[config.mk]
export PLATFORM = sky130hd
export DESIGN_NAME = multicycle_control_fsm_flat
export DESIGN_NICKNAME = d
export VERILOG_FILES = /design/src/rtl/multicycle_control_fsm_if.sv /design/src/rtl/multicycle_control_fsm.sv /design/src/flat_wrapper.sv
export SDC_FILE = /design/constraint.sdc
export NUM_CORES = 1
export LEC_CHECK = 0
export CORE_MARGIN = 2
export CORE_UTILIZATION = 60
export DETAILED_ROUTE_END_ITERATION = 10
export DONT_BUFFER_PORTS = 1
export GPL_TIMING_DRIVEN = 0
export PLACE_DENSITY = 0.74
export RECOVER_POWER = 50
export SLEW_MARGIN = 25
export SYNTH_ARGS = -nofsm -noshare
export SYNTH_HDL_FRONTEND = slang
export SYNTH_SLANG_ARGS = --single-unit
export TNS_END_PERCENT = 20
[constraint.sdc]
create_clock -name clk -period 2.7 [get_ports clk]
set_clock_uncertainty 0.1 [all_clocks]
set_input_delay 0.27 -clock clk [delete_from_list [all_inputs] [get_ports clk]]
set_output_delay 0.27 -clock clk [all_outputs]
set_load 0.03 [all_outputs]
[src/rtl/multicycle_control_fsm_if.sv]
// rtl/multicycle_control_fsm_if.sv - control bus between the multi-cycle FSM and memories/datapath
//
// Purpose: bundles the memory handshakes, branch result and every datapath
// control strobe of multicycle_control_fsm.
// master modport: the control FSM (takes instr/readies/br_taken, drives controls)
// slave modport : memories + datapath (drive instr/readies/br_taken, take controls)
// state_dbg encoding: 0 IDLE, 1 FETCH, 2 DECODE, 3 EXEC, 4 MEM, 5 WB, 6 TRAP

interface multicycle_control_fsm_if;
    logic [31:0] instr;
    logic        imem_ready;
    logic        dmem_ready;
    logic        br_taken;
    logic        imem_req;
    logic        dmem_req;
    logic        IRWrite;
    logic        PCWrite;
    logic [1:0]  PCSrc;
    logic        RegWEn;
    logic        MemRW;
    logic [1:0]  WBSel;
    logic        ALUSrc;
    logic [1:0]  ALUASel;
    logic [1:0]  ALUOp;
    logic        BrUn;
    logic        instr_done;
    logic        trap;
    logic [1:0]  trap_cause;
    logic [2:0]  state_dbg;

    modport master (
        input  instr, imem_ready, dmem_ready, br_taken,
        output imem_req, dmem_req, IRWrite, PCWrite, PCSrc, RegWEn, MemRW,
               WBSel, ALUSrc, ALUASel, ALUOp, BrUn, instr_done, trap,
               trap_cause, state_dbg
    );

    modport slave (
        output instr, imem_ready, dmem_ready, br_taken,
        input  imem_req, dmem_req, IRWrite, PCWrite, PCSrc, RegWEn, MemRW,
               WBSel, ALUSrc, ALUASel, ALUOp, BrUn, instr_done, trap,
               trap_cause, state_dbg
    );
endinterface

[src/rtl/multicycle_control_fsm.sv]
// rtl/multicycle_control_fsm.sv - multi-cycle RV32I control FSM with memory timeout and illegal trap
//
// Purpose: sequences each instruction through FETCH/DECODE/EXEC/MEM/WB,
// handshaking with instruction and data memory and driving the shared datapath.
// Ports:
//   clk   - system clock, rising edge
//   rst_n - asynchronous active-low reset
//   bus   - multicycle_control_fsm_if.master: instr/imem_ready/dmem_ready/br_taken
//           in; memory requests, datapath strobes, trap status and state_dbg out
// Parameters:
//   MEM_TIMEOUT     - max wait cycles for a memory ready before trapping (0 = unbounded)
//   TRAP_ON_ILLEGAL - 1: unknown opcode traps; 0: unknown opcode retires as a NOP

module multicycle_control_fsm #(
    parameter int MEM_TIMEOUT     = 16,
    parameter bit TRAP_ON_ILLEGAL = 1'b1
) (
    input  logic                     clk,
    input  logic                     rst_n,
    multicycle_control_fsm_if.master bus
);

    localparam logic [2:0] S_IDLE   = 3'd0;
    localparam logic [2:0] S_FETCH  = 3'd1;
    localparam logic [2:0] S_DECODE = 3'd2;
    localparam logic [2:0] S_EXEC   = 3'd3;
    localparam logic [2:0] S_MEM    = 3'd4;
    localparam logic [2:0] S_WB     = 3'd5;
    localparam logic [2:0] S_TRAP   = 3'd6;

    localparam logic [6:0] OP_R     = 7'b0110011;
    localparam logic [6:0] OP_I     = 7'b0010011;
    localparam logic [6:0] OP_LOAD  = 7'b0000011;
    localparam logic [6:0] OP_STORE = 7'b0100011;
    localparam logic [6:0] OP_B     = 7'b1100011;
    localparam logic [6:0] OP_JAL   = 7'b1101111;
    localparam logic [6:0] OP_JALR  = 7'b1100111;
    localparam logic [6:0] OP_LUI   = 7'b0110111;
    localparam logic [6:0] OP_AUIPC = 7'b0010111;

    localparam logic [1:0] CAUSE_ILLEGAL = 2'b01;
    localparam logic [1:0] CAUSE_IMEM    = 2'b10;
    localparam logic [1:0] CAUSE_DMEM    = 2'b11;

    // A zero timeout still needs a one-bit counter so the declarations stay legal.
    localparam bit            TMO_EN   = (MEM_TIMEOUT > 0);
    localparam int            CW       = TMO_EN ? $clog2(MEM_TIMEOUT + 1) : 1;
    localparam logic [CW-1:0] CNT_LAST = TMO_EN ? CW'(MEM_TIMEOUT - 1) : '0;

    logic [2:0]    state_q, state_d;
    logic [6:0]    op_q, op_d;
    logic [2:0]    f3_q, f3_d;
    logic [CW-1:0] cnt_q, cnt_d;
    logic          trap_q, trap_d;
    logic [1:0]    cause_q, cause_d;

    logic is_r, is_i, is_ld, is_st, is_br, is_jal, is_jalr, is_lui, is_auipc;
    logic is_legal;
    logic tmo_hit;

    assign is_r     = (op_q == OP_R);
    assign is_i     = (op_q == OP_I);
    assign is_ld    = (op_q == OP_LOAD);
    assign is_st    = (op_q == OP_STORE);
    assign is_br    = (op_q == OP_B);
    assign is_jal   = (op_q == OP_JAL);
    assign is_jalr  = (op_q == OP_JALR);
    assign is_lui   = (op_q == OP_LUI);
    assign is_auipc = (op_q == OP_AUIPC);
    assign is_legal = is_r | is_i | is_ld | is_st | is_br | is_jal | is_jalr
                    | is_lui | is_auipc;

    // The counter holds completed wait cycles; this is the last one allowed.
    // A ready in this same cycle takes priority over the trap.
    assign tmo_hit = TMO_EN && (cnt_q == CNT_LAST);

    always_comb begin
        state_d = state_q;
        op_d    = op_q;
        f3_d    = f3_q;
        trap_d  = trap_q;
        cause_d = cause_q;
        case (state_q)
            S_IDLE: state_d = S_FETCH;
            S_FETCH: begin
                if (bus.imem_ready) begin
                    state_d = S_DECODE;
                    op_d    = bus.instr[6:0];
                    f3_d    = bus.instr[14:12];
                end else if (tmo_hit) begin
                    state_d = S_TRAP;
                    trap_d  = 1'b1;
                    cause_d = CAUSE_IMEM;
                end
            end
            S_DECODE: begin
                if (is_legal) begin
                    state_d = S_EXEC;
                end else if (TRAP_ON_ILLEGAL) begin
                    state_d = S_TRAP;
                    trap_d  = 1'b1;
                    cause_d = CAUSE_ILLEGAL;
                end else begin
                    state_d = S_FETCH;
                end
            end
            S_EXEC: begin
                if (is_br)              state_d = S_FETCH;
                else if (is_ld | is_st) state_d = S_MEM;
                else                    state_d = S_WB;
            end
            S_MEM: begin
                if (bus.dmem_ready) begin
                    state_d = is_st ? S_FETCH : S_WB;
                end else if (tmo_hit) begin
                    state_d = S_TRAP;
                    trap_d  = 1'b1;
                    cause_d = CAUSE_DMEM;
                end
            end
            S_WB:    state_d = S_FETCH;
            S_TRAP:  state_d = S_TRAP;
            default: state_d = S_IDLE;
        endcase

        // Staying in FETCH/MEM implies the ready did not arrive this cycle.
        if (state_d != state_q)
            cnt_d = '0;
        else if (TMO_EN && ((state_q == S_FETCH) || (state_q == S_MEM)))
            cnt_d = cnt_q + CW'(1);
        else
            cnt_d = cnt_q;
    end

    always_ff @(posedge clk or negedge rst_n) begin
        if (!rst_n) begin
            state_q <= S_IDLE;
            op_q    <= '0;
            f3_q    <= '0;
            cnt_q   <= '0;
            trap_q  <= 1'b0;
            cause_q <= '0;
        end else begin
            state_q <= state_d;
            op_q    <= op_d;
            f3_q    <= f3_d;
            cnt_q   <= cnt_d;
            trap_q  <= trap_d;
            cause_q <= cause_d;
        end
    end

    // Moore decode; only the retire strobes follow the ready/branch inputs.
    always_comb begin
        bus.imem_req   = 1'b0;
        bus.dmem_req   = 1'b0;
        bus.IRWrite    = 1'b0;
        bus.PCWrite    = 1'b0;
        bus.PCSrc      = 2'b00;
        bus.RegWEn     = 1'b0;
        bus.MemRW      = 1'b0;
        bus.WBSel      = 2'b00;
        bus.ALUSrc     = 1'b0;
        bus.ALUASel    = 2'b00;
        bus.ALUOp      = 2'b00;
        bus.BrUn       = 1'b0;
        bus.instr_done = 1'b0;
        bus.trap       = trap_q;
        bus.trap_cause = cause_q;
        bus.state_dbg  = state_q;
        case (state_q)
            S_FETCH: begin
                bus.imem_req = 1'b1;
                bus.IRWrite  = bus.imem_ready;
            end
            S_DECODE: begin
                if (!is_legal && !TRAP_ON_ILLEGAL) begin
                    bus.PCWrite    = 1'b1;
                    bus.instr_done = 1'b1;
                end
            end
            S_EXEC: begin
                if (is_r) begin
                    bus.ALUOp  = 2'b00;
                end else if (is_i) begin
                    bus.ALUOp  = 2'b10;
                    bus.ALUSrc = 1'b1;
                end else if (is_ld | is_st | is_jalr) begin
                    bus.ALUOp  = 2'b01;
                    bus.ALUSrc = 1'b1;
                end else if (is_lui) begin
                    bus.ALUASel = 2'b10;
                    bus.ALUOp   = 2'b01;
                    bus.ALUSrc  = 1'b1;
                end else if (is_auipc | is_jal) begin
                    bus.ALUASel = 2'b01;
                    bus.ALUOp   = 2'b01;
                    bus.ALUSrc  = 1'b1;
                end else if (is_br) begin
                    bus.ALUOp      = 2'b11;
                    bus.BrUn       = (f3_q[2:1] == 2'b11);
                    bus.PCWrite    = 1'b1;
                    bus.PCSrc      = bus.br_taken ? 2'b01 : 2'b00;
                    bus.instr_done = 1'b1;
                end
            end
            S_MEM: begin
                bus.dmem_req = 1'b1;
                bus.MemRW    = is_st;
                if (is_st && bus.dmem_ready) begin
                    bus.PCWrite    = 1'b1;
                    bus.instr_done = 1'b1;
                end
            end
            S_WB: begin
                bus.RegWEn     = 1'b1;
                bus.PCWrite    = 1'b1;
                bus.instr_done = 1'b1;
                bus.WBSel      = is_ld ? 2'b01 : ((is_jal | is_jalr) ? 2'b10 : 2'b00);
                bus.PCSrc      = is_jal ? 2'b01 : (is_jalr ? 2'b10 : 2'b00);
            end
            default: ;
        endcase
    end

endmodule

[src/flat_wrapper.sv]
// flat-port wrapper written by rule: the top's interface ports become plain ports
module multicycle_control_fsm_flat 
#(
    parameter int MEM_TIMEOUT     = 16,
    parameter bit TRAP_ON_ILLEGAL = 1'b1
)
  (clk, rst_n, bus_instr, bus_imem_ready, bus_dmem_ready, bus_br_taken, bus_imem_req, bus_dmem_req, bus_IRWrite, bus_PCWrite, bus_PCSrc, bus_RegWEn, bus_MemRW, bus_WBSel, bus_ALUSrc, bus_ALUASel, bus_ALUOp, bus_BrUn, bus_instr_done, bus_trap, bus_trap_cause, bus_state_dbg);
  multicycle_control_fsm_if bus_i ();
  input  logic clk;
  input  logic rst_n;
  input wire logic [$bits(bus_i.instr)-1:0] bus_instr;
  input wire logic [$bits(bus_i.imem_ready)-1:0] bus_imem_ready;
  input wire logic [$bits(bus_i.dmem_ready)-1:0] bus_dmem_ready;
  input wire logic [$bits(bus_i.br_taken)-1:0] bus_br_taken;
  output wire logic [$bits(bus_i.imem_req)-1:0] bus_imem_req;
  output wire logic [$bits(bus_i.dmem_req)-1:0] bus_dmem_req;
  output wire logic [$bits(bus_i.IRWrite)-1:0] bus_IRWrite;
  output wire logic [$bits(bus_i.PCWrite)-1:0] bus_PCWrite;
  output wire logic [$bits(bus_i.PCSrc)-1:0] bus_PCSrc;
  output wire logic [$bits(bus_i.RegWEn)-1:0] bus_RegWEn;
  output wire logic [$bits(bus_i.MemRW)-1:0] bus_MemRW;
  output wire logic [$bits(bus_i.WBSel)-1:0] bus_WBSel;
  output wire logic [$bits(bus_i.ALUSrc)-1:0] bus_ALUSrc;
  output wire logic [$bits(bus_i.ALUASel)-1:0] bus_ALUASel;
  output wire logic [$bits(bus_i.ALUOp)-1:0] bus_ALUOp;
  output wire logic [$bits(bus_i.BrUn)-1:0] bus_BrUn;
  output wire logic [$bits(bus_i.instr_done)-1:0] bus_instr_done;
  output wire logic [$bits(bus_i.trap)-1:0] bus_trap;
  output wire logic [$bits(bus_i.trap_cause)-1:0] bus_trap_cause;
  output wire logic [$bits(bus_i.state_dbg)-1:0] bus_state_dbg;
  assign bus_i.instr = bus_instr;
  assign bus_i.imem_ready = bus_imem_ready;
  assign bus_i.dmem_ready = bus_dmem_ready;
  assign bus_i.br_taken = bus_br_taken;
  assign bus_imem_req = bus_i.imem_req;
  assign bus_dmem_req = bus_i.dmem_req;
  assign bus_IRWrite = bus_i.IRWrite;
  assign bus_PCWrite = bus_i.PCWrite;
  assign bus_PCSrc = bus_i.PCSrc;
  assign bus_RegWEn = bus_i.RegWEn;
  assign bus_MemRW = bus_i.MemRW;
  assign bus_WBSel = bus_i.WBSel;
  assign bus_ALUSrc = bus_i.ALUSrc;
  assign bus_ALUASel = bus_i.ALUASel;
  assign bus_ALUOp = bus_i.ALUOp;
  assign bus_BrUn = bus_i.BrUn;
  assign bus_instr_done = bus_i.instr_done;
  assign bus_trap = bus_i.trap;
  assign bus_trap_cause = bus_i.trap_cause;
  assign bus_state_dbg = bus_i.state_dbg;
  multicycle_control_fsm #(.MEM_TIMEOUT(MEM_TIMEOUT), .TRAP_ON_ILLEGAL(TRAP_ON_ILLEGAL)) u_core (.clk(clk), .rst_n(rst_n), .bus(bus_i));
endmodule
; ---- Yosys cells after proc, flatten, opt, wreduce, memory -nomap -nowiden
; Index checks and enable logic that the tools add are counted.
[word_totals]
regBits = 21
in_bits = 37
output_inout_bits = 23
elab_cells = 124
[op_classes]
add_sub_neg = 1
eq_ne = 23
n_mux = 73
bitwise = 12
n_reduce_logical = 9
[op_table]
columns = cell, n
row1 = $mux W2, 28
row2 = $mux W1, 32
row3 = $eq A7 B6 Y1 const B, 3
row4 = $eq A7 B7 Y1 const B, 3
row5 = $mux W3, 6
row6 = $pmux W3 S6, 1
row7 = $eq A7 B5 Y1 const B, 2
row8 = $or A1 B1 Y1, 12
row9 = $mux W5, 2
row10 = $eq A3 B3 Y1 const B, 3
row11 = $eq A7 B2 Y1 const B, 1
row12 = $eq A3 B2 Y1 const B, 2
row13 = $ne A2 B2 Y1 const B, 3
row14 = $pmux W1 S3, 2
row15 = $pmux W2 S3, 1
row16 = $reduce_and A6 Y1, 1
row17 = $add A5 B1 Y5 const B, 1
row18 = $eq A5 B4 Y1 const B, 1
row19 = $ne A2 B1 Y1 const B, 2
row20 = $pmux W2 S2, 1
row21 = $reduce_and A4 Y1, 1
row22 = $eq A3 B1 Y1 const B, 1
row23 = $logic_not A3 Y1, 1
row24 = $ne A3 B3 Y1, 1
row25 = 7 further kinds, 7

; ---- Longest topological paths before layout
[logic_depth]
depth_word = 13
depth_mapped = 7
mapped_depth_nobuf = 7

; ---- Worst setup path before layout
; Ideal clock, no wire load.
[synth_path]
path_kind = register to output
from = reg u_core.op_q[6]
to = out bus_instr_done
t_arrival_ps = 2205
required_ps = 2330
slack_ps = 125
stages_incl_launch_ff = 7
path_buffers = 2
path_cell_list = dfrtp_1 clkbuf_1 nor3b_1 nand2_1 nor3_1 a211o_1 buf_4
[synth_via]
elab_chain_len = 8
elab_cells_between_ends = 21
classes_between = eq/ne: 9 / mux: 8 / bitwise: 3 / reduce/logical: 1
[synth_lines]
columns = element, line_no
row1 = start: declaration, multicycle_control_fsm.sv:51  ; logic [6:0] op_q, op_d;
row2 = start signal: assignment, multicycle_control_fsm.sv:145  ; op_q <= op_d;
row3 = $eq A7 B7 Y1 (tied with other cells), multicycle_control_fsm.sv:65  ; assign is_br = (op_q == OP_B);
row4 = $mux W1 / $or A1 B1 Y1 (equally long branches), n/a
row5 = $mux W1 (5 in series), n/a
row6 = $pmux W1 S3 *, n/a
row7 = end: declaration, flat_wrapper.sv:27  ; output wire logic [$bits(bus_i.instr_done)-1:0] bus_instr_done;
; Mark *: on every way between the ends. The rest lies on a longest branch, timed or not.

; ---- Worst setup path in the final report
[layout_path]
from = reg u_core.state_q[1] (netlist: u_core.bus.state_dbg[1])
to = out bus_PCSrc[0]
[layout_via]
elab_chain_len = 2
elab_cells_between_ends = 3
classes_between = eq/ne: 2 / mux: 1
[layout_lines]
columns = element, line_no
row1 = start: declaration, multicycle_control_fsm.sv:50  ; logic [2:0] state_q, state_d;
row2 = start signal: assignment, multicycle_control_fsm.sv:144  ; state_q <= state_d;
row3 = $eq A3 B3 Y1 / $eq A3 B2 Y1 (equally long branches), multicycle_control_fsm.sv:171  ; case (state_q)
row4 = $pmux W2 S2 *, multicycle_control_fsm.sv:171
row5 = end: declaration, flat_wrapper.sv:19  ; output wire logic [$bits(bus_i.PCSrc)-1:0] bus_PCSrc;
; Marked as above.

==> impl_metrics.csv <==
group,metric,value,unit
synth,syn_inst,144,
synth,synth.avg_cell_area,9.419,um2
route,drt_wl_total,3146,um
synth,synth_flop_cell,"dfrtp_1",
route,dr.pass1.iters,4,
floorplan,floorplan.initialDensity,62.51,%
timing,fin_crit,2641,ps
pwr,clockPowerShare,10.5,%
route,drt-initial-drc-count,19,
clock_network,cts_tree,"done",
timing,maxSlewViolCount,0,
synth,ys_seq_area_share,36.90,%
synth,synth_area_leaders,"dfrtp_1 (37%), mux2_2 (7.5%), nor2_1 (5.3%)",
pwr,power_per_cell_area,1129,nW/um2
global_routing,first_global_vias,1121,
critical_path,arrival,2270,ps
worst_hold_path,min_path_cells,1,
timing,rsz0062_at_grt,"true",
critical_path,crit_fanout,10,
pwr,p_sw_share,49.07,%
timing,tightestPinTransition,1093,ps
floorplan,core,2170,um2
clock_network,cts_buffer_depth,2,
timing,fin_ws,59.47,ps
route,viasPerCell,6.259,
pwr,irDropWorstVdd,736.4,uV
route,drc,0,
pwr,pwr-share-comb,55.3,%
critical_path,worstPathCellList,"buf_2, and3b_2, nand2_1, nor2_4, a22o_2",
critical_path,required,2330,ps
placed_design,place.gp.congestion,0.8742,
global_routing,grt_max_degree,21,
floorplan,ios,60,
clock_network,cts_made_buffers,3,
finish,multi_input_area,808.3,um2
clock_network,cts_setup_buffers,0,
placed_design,hpwl,2179,um
synth,synth_top_area_cell,"dfrtp_1",
clock_network,clk_pin_slew,120,ps
global_routing,antenna_found_initial,0,
timing,fin_tns_setup,0,ps
finish,regArea,500.5,um2
floorplan,die_h,51.55,um
global_routing,grt_overflow,0,
timing,finalCritPeriodShare,97.80,%
critical_path,start_kind,"register",
floorplan,row_count,17,
timing,hold_violations,0,
synth,syn-cell-area,1356,um2
clock_network,cts_root_buf,"clkbuf_4",
floorplan,die_x,51.55,um
finish,drive_above_1_share,22.93,%
critical_path,worst_r2r_endpoint,"u_core.cnt_q[0]",
synth,yosys-top-cells-count,"dfrtp_1 (20), nor2_1 (19), mux2_2 (9)",
synth,synth_edf_count,0,
synth,ys_warn_count,0,
finish,nFillCells,187,
synth,synth_top_cell_area_share,36.90,%
timing,slew_headroom,27.13,%
global_routing,grt_pass1_wl,5106,um
clock_network,insertion_delay,310,ps
route,vias,1158,
pwr,seqPwrFrac,34.2,%
synth,postSynth.asyncResetShare,100.0,%
critical_path,setup.worst_path.end,"bus_PCSrc[0]",
critical_path,endpoint_kind,"primary output",
critical_path,critPathMaxStageDelay,570,ps
worst_hold_path,hold_class,"in -> reg",
synth,synthMostInstantiatedCell,"dfrtp_1",
route,wl_per_cell,17.01,um
timing,setup_violations,0,
finish,antennaDiodeCount,0,
placed_design,portBuffers,0,
floorplan,dieArea,2657,um2
critical_path,slowest_stage,"dfrtp_1",
critical_path,path_class,"reg -> out",
synth,yosysUniqueCellTypes,45,
critical_path,r2r_setup_slack,200,ps
synth,synth_nets,183,
clock_network,cts_sinks,20,
status,status,"finished clean",
synth,synth_seq_cells,20,
clock_network,cts_max_level,1,
placed_design,dp_slack,-67.35,ps
global_routing,track_usage,26.13,%
route,route.antenna.remaining_nets,0,
pwr,p_leak,0.0006000,uW
critical_path,critPathLaunch,"u_core.bus.state_dbg[1]",
critical_path,r2r_start,"u_core.bus.state_dbg[2]",
finish,area_delta_synth_final,13.65,%
pwr,p_sw,853.8,uW
finish,nNetsFinal,197,
pwr,p_int,886.0,uW
critical_path,r2r_cells,5,
job,cap_violations,0,
timing,max_freq,0.3787,GHz
==> worst max-delay path: cells and delay by family, from the launching register on <==
family / cells / cell delay (ps)
buffers and inverters: 1 / 270
AND/OR/NAND/NOR: 3 / 830
flip-flops: 1 / 570
AO/OA/AOI/OAI: 1 / 290
==> cell families (layout without fill, tap and decap cells) <==
kind of cell             count (synthesis)  in the layout  share of synthesized area (%)
AND/OR/NAND/NOR                         62             62                          27.22
AO/OA/AOI/OAI                           33             33                          18.27
adder cells (fa/ha/maj)                  2              2                          1.845
flip-flops                              20             20                          36.90
multiplexers                             9              9                          7.473
buffers and inverters                   14             27                          5.718
XOR/XNOR                                 4              4                          2.583
==> power groups by stage <==
| stage | clock network, uW | logic [uW] | registers (uW) |
|---|---|---|---|
| floorplan | 0 | 783 | 559 |
| global placement | 0 | 890 | 586 |
| detailed placement | 0 | 919 | 596 |
| CTS | 184 | 948 | 589 |
| global route | 191 | 1060 | 612 |
| finish | 182 | 963 | 595 |
==> state kept, by name, summed over array words and instances (netlist names) <==
| register | flops |
|---|---|
| u_core.bus.trap | 1 |
| u_core.bus.state_dbg | 3 |
| u_core.bus.trap_cause | 2 |
| u_core.op_q | 7 |
| u_core.cnt_q | 5 |
| u_core.f3_q | 2 |
==> metrics by stage <==
step                hold slack [ps]  instance area [um2]  power, uW  utilization, %  instances
finish                       0.2815                 1541       1740           71.05        185
global route                  1.746                 1541       1860           71.05        185
CTS                           2.004                 1524       1721           70.24        184
detailed placement           -125.1                 1391       1515           64.13        172
global placement             -125.1                 1391       1477           64.13        172
floorplan                    -125.6                 1356       1341               -        144
==> per-layer routing <==
metal | global-route usage (%) | share of wire [%] | vias to the layer above
li1 | - | - | 549
met1 | 34.22 | 42 | 558
met2 | 44.02 | 50 | 49
met3 | 5.460 | 7.4 | 2
met4 | 7.018 | 0.73 | 0
met5 | 0 | 0 | -
==> worst min path at each step <==
stage                            start                 endpoint  slack, ps
after floorplan                  rst_n  u_core.bus.state_dbg[0]       -130
after global placement           rst_n  u_core.bus.state_dbg[2]       -130
after detailed placement         rst_n  u_core.bus.state_dbg[2]       -130
after CTS                 bus_instr[4]           u_core.op_q[4]          2
after global routing      bus_instr[4]           u_core.op_q[4]          2
final                     bus_instr[4]           u_core.op_q[4]        0.3
==> area by class of cell <==
class                      count  area share (%)
timing repair buffer           9           5.438
sequential                    20           32.47
multi-input combinational    110           52.43
tap                           28           2.273
clock buffer                   4           2.354
inverter                       4          0.9740
buffer                        10           4.058
==> repair_timing <==
item / 4_1_cts / 5_1_grt
gates cloned: 0 / 0
hold endpoints to repair: 27 / 20
gates resized for setup: 5 / 5
setup endpoints to repair: 4 / 5
hold buffers: 8 / 1
==> layout by cell type (no fill, tap or decap), drive strengths merged, types with 3 or more instances in the layout <==
master | netlist | final
nor2b | 5 | 5
a21oi | 6 | 6
dfrtp | 20 | 20
nor3 | 6 | 6
nand2 | 8 | 8
and3 | 3 | 3
buf | 9 | 9
nand2b | 5 | 5
nor3b | 4 | 4
dlygate4sd3 | 0 | 8
o21ai | 6 | 6
mux2 | 9 | 9
clkbuf | 1 | 6
xnor2 | 4 | 4
nor2 | 19 | 19
inv | 4 | 4
Note: power is estimated with default switching activity, not from simulation.
